==> src/rtl/mem_writer.sv <==
// mem_writer: splits a byte/halfword/word store into little-endian single-byte RAM writes.
// Define MEM_WRITER_ALIGN_CHECK_EN to reject misaligned halfword and word stores.
module mem_writer (
    input  logic        clk,
    input  logic        rst,
    input  logic        rdy,
    input  logic        req_i,
    input  logic [31:0] addr_i,
    input  logic [31:0] data_i,
    input  logic [1:0]  width_i,
    input  logic        stall_RAM_i,
    output logic        busy_o,
    output logic        done_o,
    output logic        err_o,
    output logic [31:0] addr_RAM_o,
    output logic [7:0]  data_RAM_o,
    output logic        wr_RAM_o
);

    typedef enum logic [1:0] {IDLE, WRITE, DONE} state_t;

    state_t      r_state,    w_state_nxt;
    logic [31:0] r_addr,     w_addr_nxt;
    logic [31:0] r_data,     w_data_nxt;
    logic [2:0]  r_cnt,      w_cnt_nxt;
    logic [1:0]  r_idx,      w_idx_nxt;
    logic        r_err,      w_err_nxt;
    logic [31:0] r_addr_ram, w_addr_ram_nxt;
    logic [7:0]  r_data_ram, w_data_ram_nxt;

    logic        w_reject;
    logic [2:0]  w_cnt_req;
    logic [1:0]  w_idx_inc;
    logic        w_last;
    logic        w_advance;

    always_comb begin
        w_reject = (width_i == 2'b11);
`ifdef MEM_WRITER_ALIGN_CHECK_EN
        if ((width_i == 2'b01 && addr_i[0]) || (width_i == 2'b10 && addr_i[1:0] != 2'b00))
            w_reject = 1'b1;
`endif
    end

    always_comb begin
        case (width_i)
            2'b00:   w_cnt_req = 3'd1;
            2'b01:   w_cnt_req = 3'd2;
            default: w_cnt_req = 3'd4;
        endcase
    end

    assign w_idx_inc = r_idx + 2'd1;
    assign w_last    = (({1'b0, r_idx} + 3'd1) == r_cnt);
    // A byte is retired only when the global ready is up and the RAM is free.
    assign w_advance = rdy && !stall_RAM_i;

    // NOTE: every next-state variable gets its hold value first, so no path can infer a latch.
    always_comb begin
        w_state_nxt    = r_state;
        w_addr_nxt     = r_addr;
        w_data_nxt     = r_data;
        w_cnt_nxt      = r_cnt;
        w_idx_nxt      = r_idx;
        w_err_nxt      = r_err;
        w_addr_ram_nxt = r_addr_ram;
        w_data_ram_nxt = r_data_ram;
        case (r_state)
            IDLE: begin
                if (rdy && req_i) begin
                    if (w_reject) begin
                        w_state_nxt = DONE;
                        w_err_nxt   = 1'b1;
                    end else begin
                        w_state_nxt    = WRITE;
                        w_addr_nxt     = addr_i;
                        w_data_nxt     = data_i;
                        w_cnt_nxt      = w_cnt_req;
                        w_idx_nxt      = 2'd0;
                        w_err_nxt      = 1'b0;
                        w_addr_ram_nxt = addr_i;
                        w_data_ram_nxt = data_i[7:0];
                    end
                end
            end
            WRITE: begin
                if (w_advance) begin
                    if (w_last) begin
                        w_state_nxt = DONE;
                    end else begin
                        w_idx_nxt      = w_idx_inc;
                        w_addr_ram_nxt = r_addr + {30'd0, w_idx_inc};
                        w_data_ram_nxt = r_data[{w_idx_inc, 3'b000} +: 8];
                    end
                end
            end
            DONE: begin
                if (rdy) begin
                    w_state_nxt = IDLE;
                    w_err_nxt   = 1'b0;
                end
            end
            default: w_state_nxt = IDLE;
        endcase
    end

    // NOTE: sequential state uses non-blocking assignments so all registers update together.
    always_ff @(posedge clk or negedge rst) begin
        if (!rst) begin
            r_state    <= IDLE;
            r_addr     <= '0;
            r_data     <= '0;
            r_cnt      <= '0;
            r_idx      <= '0;
            r_err      <= 1'b0;
            r_addr_ram <= '0;
            r_data_ram <= '0;
        end else begin
            r_state    <= w_state_nxt;
            r_addr     <= w_addr_nxt;
            r_data     <= w_data_nxt;
            r_cnt      <= w_cnt_nxt;
            r_idx      <= w_idx_nxt;
            r_err      <= w_err_nxt;
            r_addr_ram <= w_addr_ram_nxt;
            r_data_ram <= w_data_ram_nxt;
        end
    end

    assign busy_o     = (r_state != IDLE);
    assign wr_RAM_o   = (r_state == WRITE);
    assign done_o     = (r_state == DONE);
    assign err_o      = (r_state == DONE) && r_err;
    assign addr_RAM_o = r_addr_ram;
    assign data_RAM_o = r_data_ram;

endmodule

==> config.mk <==
export PLATFORM = sky130hd
export DESIGN_NAME = mem_writer
export DESIGN_NICKNAME = d
export VERILOG_FILES = /design/src/rtl/mem_writer.sv
export SDC_FILE = /design/constraint.sdc
export NUM_CORES = 1
export LEC_CHECK = 0
export CORE_ASPECT_RATIO = 1.5
export CORE_MARGIN = 3
export CORE_UTILIZATION = 37
export DETAILED_ROUTE_END_ITERATION = 8
export PLACE_DENSITY = 0.58
export SKIP_CTS_REPAIR_TIMING = 1
export SLEW_MARGIN = 20
export SYNTH_ARGS = -nofsm -noshare
export SYNTH_HDL_FRONTEND = slang
export SYNTH_SLANG_ARGS = --single-unit
==> constraint.sdc <==
create_clock -name clk -period 2.85 [get_ports clk]
set_input_delay 0.57 -clock clk [delete_from_list [all_inputs] [get_ports clk]]
set_output_delay 0.57 -clock clk [all_outputs]
set_load 0.02 [all_outputs]
# [Word level (Yosys, flattened, before mapping)]
# Cells that the tools add are included.
[op_classes] n_bitwise=1 muxes=26 shifts=1 reduce_logical=13 n_eq_ne=11 add_sub_neg=3
[ops] op="$mux W32" n=4
[ops] op="$pmux W32 S2" n=1
[ops] op="$add A32 B2 Y32" n=1
[ops] op="$mux W8" n=4
[ops] op="$shiftx A32 B6 Y8" n=1
[ops] op="$mux W2" n=9
[ops] op="$pmux W8 S2" n=1
[ops] op="$ne A2 B2 Y1 const B" n=4
[ops] op="$pmux W2 S3" n=1
[ops] op="$pmux W3 S2" n=1
[ops] op="$reduce_and A3 Y1" n=2
[ops] op="$reduce_bool A2 Y1" n=3
[ops] op="$reduce_and A5 Y1" n=1
[ops] op="$eq A2 B1 Y1 const B" n=2
[ops] op="$eq A2 B2 Y1 const B" n=2
[ops] op="$logic_not A2 Y1" n=2
[ops] op="$ne A2 B1 Y1 const B" n=2
[ops] op="$pmux W2 S2" n=1
[ops] op="$reduce_and A4 Y1" n=1
[ops] op="$add A2 B1 Y3 const B" n=1
[ops] op="$eq A3 B3 Y1" n=1
[ops] op="$logic_and A1 B1 Y1" n=3
[ops] op="$mux W1" n=3
[ops] op="$add A2 B1 Y2 const B" n=1
[ops] op="3 further kinds" n=3
[totals] output_inout_bits=44 input_bits=71 elab_cells=63 register_bits=112

# [Logic depth before layout (Yosys ltp)]
[depth] ltp_word=5 mapped_depth=9

# [Worst setup path before layout]
# No wires, ideal clock.
[synth_timing] kind="reg-to-reg" start="register r_idx[0]" end="register r_addr_ram[26] (netlist: addr_RAM_o[26])" setup_slack_ns=0.472 period_less_slack_ns=2.378 t_arrival_ns=2.256 setup_time_ns=0.122 path_stages_with_launch=10 path_cell_list="dfrtp_1 -> buf_2 -> inv_1 -> ha_1 -> fa_1 -> nand4_1 -> nor2_1 -> and3_1 -> or3_1 -> a32o_1"
[synth_between] elab_chain_len=5
[synth_lines] item="from (decl)" line_no="26" text="logic [1:0] r_idx, w_idx_nxt;"
[synth_lines] item="from (signal assigned)" line_no="123" text="r_idx <= w_idx_nxt;"
[synth_lines] item="$add A2 B1 Y2" line_no="53" text="assign w_idx_inc = r_idx + 2'd1;"
[synth_lines] item="$add A32 B2 Y32" line_no="92" text="w_addr_ram_nxt = r_addr + {30'd0, w_idx_inc};"
[synth_lines] item="$mux W32" line_no="88" text="if (w_last) begin"
[synth_lines] item="$mux W32" line_no="87" text="if (w_advance) begin"
[synth_lines] item="$pmux W32 S2" line_no="68" text="case (r_state)"
[synth_lines] item="to (signal assigned)" line_no="125" text="r_addr_ram <= w_addr_ram_nxt;"
[synth_lines] item="to (decl)" line_no="28" text="logic [31:0] r_addr_ram, w_addr_ram_nxt;"
# Several ways; a longest one is shown, not always the timed one. The select of a mux whose other input is x is not followed.
# A chain may end at the register's enable or synchronous reset.

==> flow_metrics.env <==
export IMPL_ys_seq_elements=112
export IMPL_netlist_area_um2=5570
export IMPL_synth_fa_ha_area_share_pct=1.03
export IMPL_max_freq_mhz=390
export IMPL_synth_area_leaders="dfrtp_1, nand2_1, mux4_2, o21ai_0, xor2_1"
export IMPL_place_gp_congestion=0.846
export IMPL_drc=0
export IMPL_hold_violations=0
export IMPL_slowest_stage="o31ai_1"
export IMPL_leakage_nw=3.24
export IMPL_place_area_um2=7000
export IMPL_ys_types=48
export IMPL_cp_arrival_ns=2.78
export IMPL_clkTransAtPathRegs_ns=0.07
export IMPL_ys_warn_count=0
export IMPL_dp_hpwl_um=10500
export IMPL_final_nets=821
export IMPL_status="complete, no violations"
export IMPL_dr_total_vias=4835
export IMPL_cts_root_buf="clkbuf_16"
export IMPL_grt_max_degree=71
export IMPL_synth_simple_gate_area_share_pct=26.8
export IMPL_synth_area_mux_share_pct=4.49
export IMPL_drtAntennaViolNets=0
export IMPL_report_final_slew_viol_count=0
export IMPL_fin_skew_ns=0.0129
export IMPL_timing_setup_tns_ns=0
export IMPL_synthArstFlopShare_pct=100
export IMPL_io_pins=115
export IMPL_hold_path_class="input port to async pin"
export IMPL_cts_sinks=112
export IMPL_grt_pass1_vias=4842
export IMPL_synth_xor_area_share_pct=3.77
export IMPL_ir_drop_v=0.000464
export IMPL_slew_headroom_pct=51.0
export IMPL_die_x_um=106
export IMPL_num_antenna_cells=0
export IMPL_fin_crit_sh_pct=90.1
export IMPL_criticalPathCategory="flip-flop to flip-flop"
export IMPL_routed_wl_um=15000
export IMPL_synth_enable_flop_cells=0
export IMPL_wl_per_cell_um=15.9
export IMPL_port_buffers=114
export IMPL_htree_levels=3
export IMPL_area_growth_pct=31.0
export IMPL_antenna_found_initial=0
export IMPL_die_area_um2=16600
export IMPL_fin_crit_ns=2.57
export IMPL_slowest_delay_ns=0.48
export IMPL_cpMostUsedCell="buf_4"
export IMPL_synth_top_family_by_area="simple AND/OR/NAND/NOR gates"
export IMPL_via_per_inst=5.11
export IMPL_synth_top_area_share_pct=50.3
export IMPL_required_ns=3.06
export IMPL_ys_seq_area_share_pct=50.3
export IMPL_grt_use_total_pct=18.5
export IMPL_p_per_area_nw_per_um2=1060
export IMPL_first_iter_violations=243
export IMPL_overflow=0
export IMPL_synth_compound_area_share_pct=10.2
export IMPL_setup_viol=0
export IMPL_synth_ff_type="dfrtp_1"
export IMPL_cts_made_buffers=9
export IMPL_clockBufferDepth=2
export IMPL_synthCells=639
export IMPL_crit_path_cell_trace="ha_1, buf_4, xor2_1, o31ai_1, and2_1, buf_4, o21ai_0"
export IMPL_tightest_slew_ns=0.728
export IMPL_rsz0062_at_grt="false"
export IMPL_die_h_um=156
export IMPL_final_cell_mix="nand2_1, clkdlybuf4s50_1, dfrtp_1"
export IMPL_worst_setup_path_start_kind="flip-flop"
export IMPL_drive_above_1_share_pct=6.79
export IMPL_core_area_um2=14700
export IMPL_cp_end_kind="flip-flop"
export IMPL_cts_tree="done"
export IMPL_clock_latency_ns=0.35
export IMPL_grt_pass1_wl_um=24500
export IMPL_syn_nets=714
export IMPL_avgSynthCellArea_um2=8.72
export IMPL_drt_pass1_iterations=5
export IMPL_start_util_pct=38.0
export IMPL_yosys_area_top_type="dfrtp_1"
export IMPL_design_area_um2=7290
export IMPL_layout_commonest_cell="nand2_1"
export IMPL_crit_fanout=37
export IMPL_maxCapViolations=0
export IMPL_rows=54
[cell families after synthesis]
family,after synthesis
AO/OA/AOI/OAI,89
XOR/XNOR,24
adder cells (fa/ha/maj),4
buffers and inverters,48
flip-flops,112
multiplexers,15
AND/OR/NAND/NOR,347
[critical path, delay by kind of cell, from the launching register on]
kind                       cells  cell delay, ns
buffers and inverters          2            0.58
xor gates and xnor gates       1            0.21
AOI/OAI and AO/OA              2            0.64
and+or+nand+nor                1            0.19
adders and majority gates      1            0.37
DFF                            1            0.42
[where the power goes]
group / switching [mW] / internal, mW
Clock: 0.595 / 0.686
Sequential: 0.639 / 2.34
Combinational: 1.89 / 1.57
Total: 3.12 / 4.59
[cell usage after synthesis, drive strengths merged, types with 2 or more instances]
library cell	number
nand2	249
dfrtp	112
o21ai	30
clkbuf	28
nor2	28
nand3	19
a31oi	14
nand4	14
xor2	13
inv	12
nor3	11
xnor2	11
a21oi	8
buf	8
mux4	8
a211oi	7
mux2i	7
nor4	7
o211ai	7
o31ai	5
a22oi	4
or4	4
and3	3
ha	3
o21a	3
or3	3
a21o	2
a22o	2
and2	2
and4	2
nand2b	2
nor3b	2
o22ai	2
[flip-flops by register name, indices dropped and copies added (netlist names)]
register / flops
r_idx: 2
r_cnt: 3
addr_RAM_o: 32
r_data: 32
r_err: 1
r_state: 2
r_addr: 32
data_RAM_o: 8
[routing by layer]
metal	vias up	routed length (µm)	global-route usage [%]	part of all wire, %
li1	2372	-	-	-
met2	140	7910	33.5	53
met4	0	233	5.62	1.5
met3	19	742	3.30	4.9
met5	-	0	0	0
met1	2304	6160	22.2	41
[final timing paths]
| kind | slack [ns] | cells past startpoint | start | endpoint |
|---|---|---|---|---|
| setup / recovery | 0.28 | 7 | r_idx[0] | r_addr[17] |
| hold / removal | 0.14 | 1 | rst | r_data[29] |
| setup reg to reg | 0.28 | 7 | r_idx[0] | r_addr[17] |
| hold reg to reg | 0.47 | 2 | r_data[27] | r_data[27] |
| max in group asynchronous | 1.89 | 2 | rst | r_addr[23] |
| min in group clk | 0.47 | 2 | r_data[27] | r_data[27] |
[layout make-up]
type | instances | area (µm²)
clock inverters | 6 | 67.6
multi-input cells | 479 | 2580
clock buffers | 10 | 229
inverters | 12 | 45.0
well taps | 196 | 245
fillers | 1426 | 7370
repair buffers | 132 | 1320
flip-flops and latches | 112 | 2800
[stage by stage]
step	setup WS [ns]	hold slack (ns)	power (mW)	cells	utilization, %
finish	0.283	0.144	7.71	947	49.8
floorplan	0.472	0.274	5.05	639	-
CTS	0.246	0.157	7.81	947	49.8
detailed placement	0.251	0.459	6.50	931	47.7
global route	0.106	0.162	8.31	947	49.8
global placement	0.274	0.454	6.41	931	47.7
Note: power is estimated with default switching activity, not from simulation.
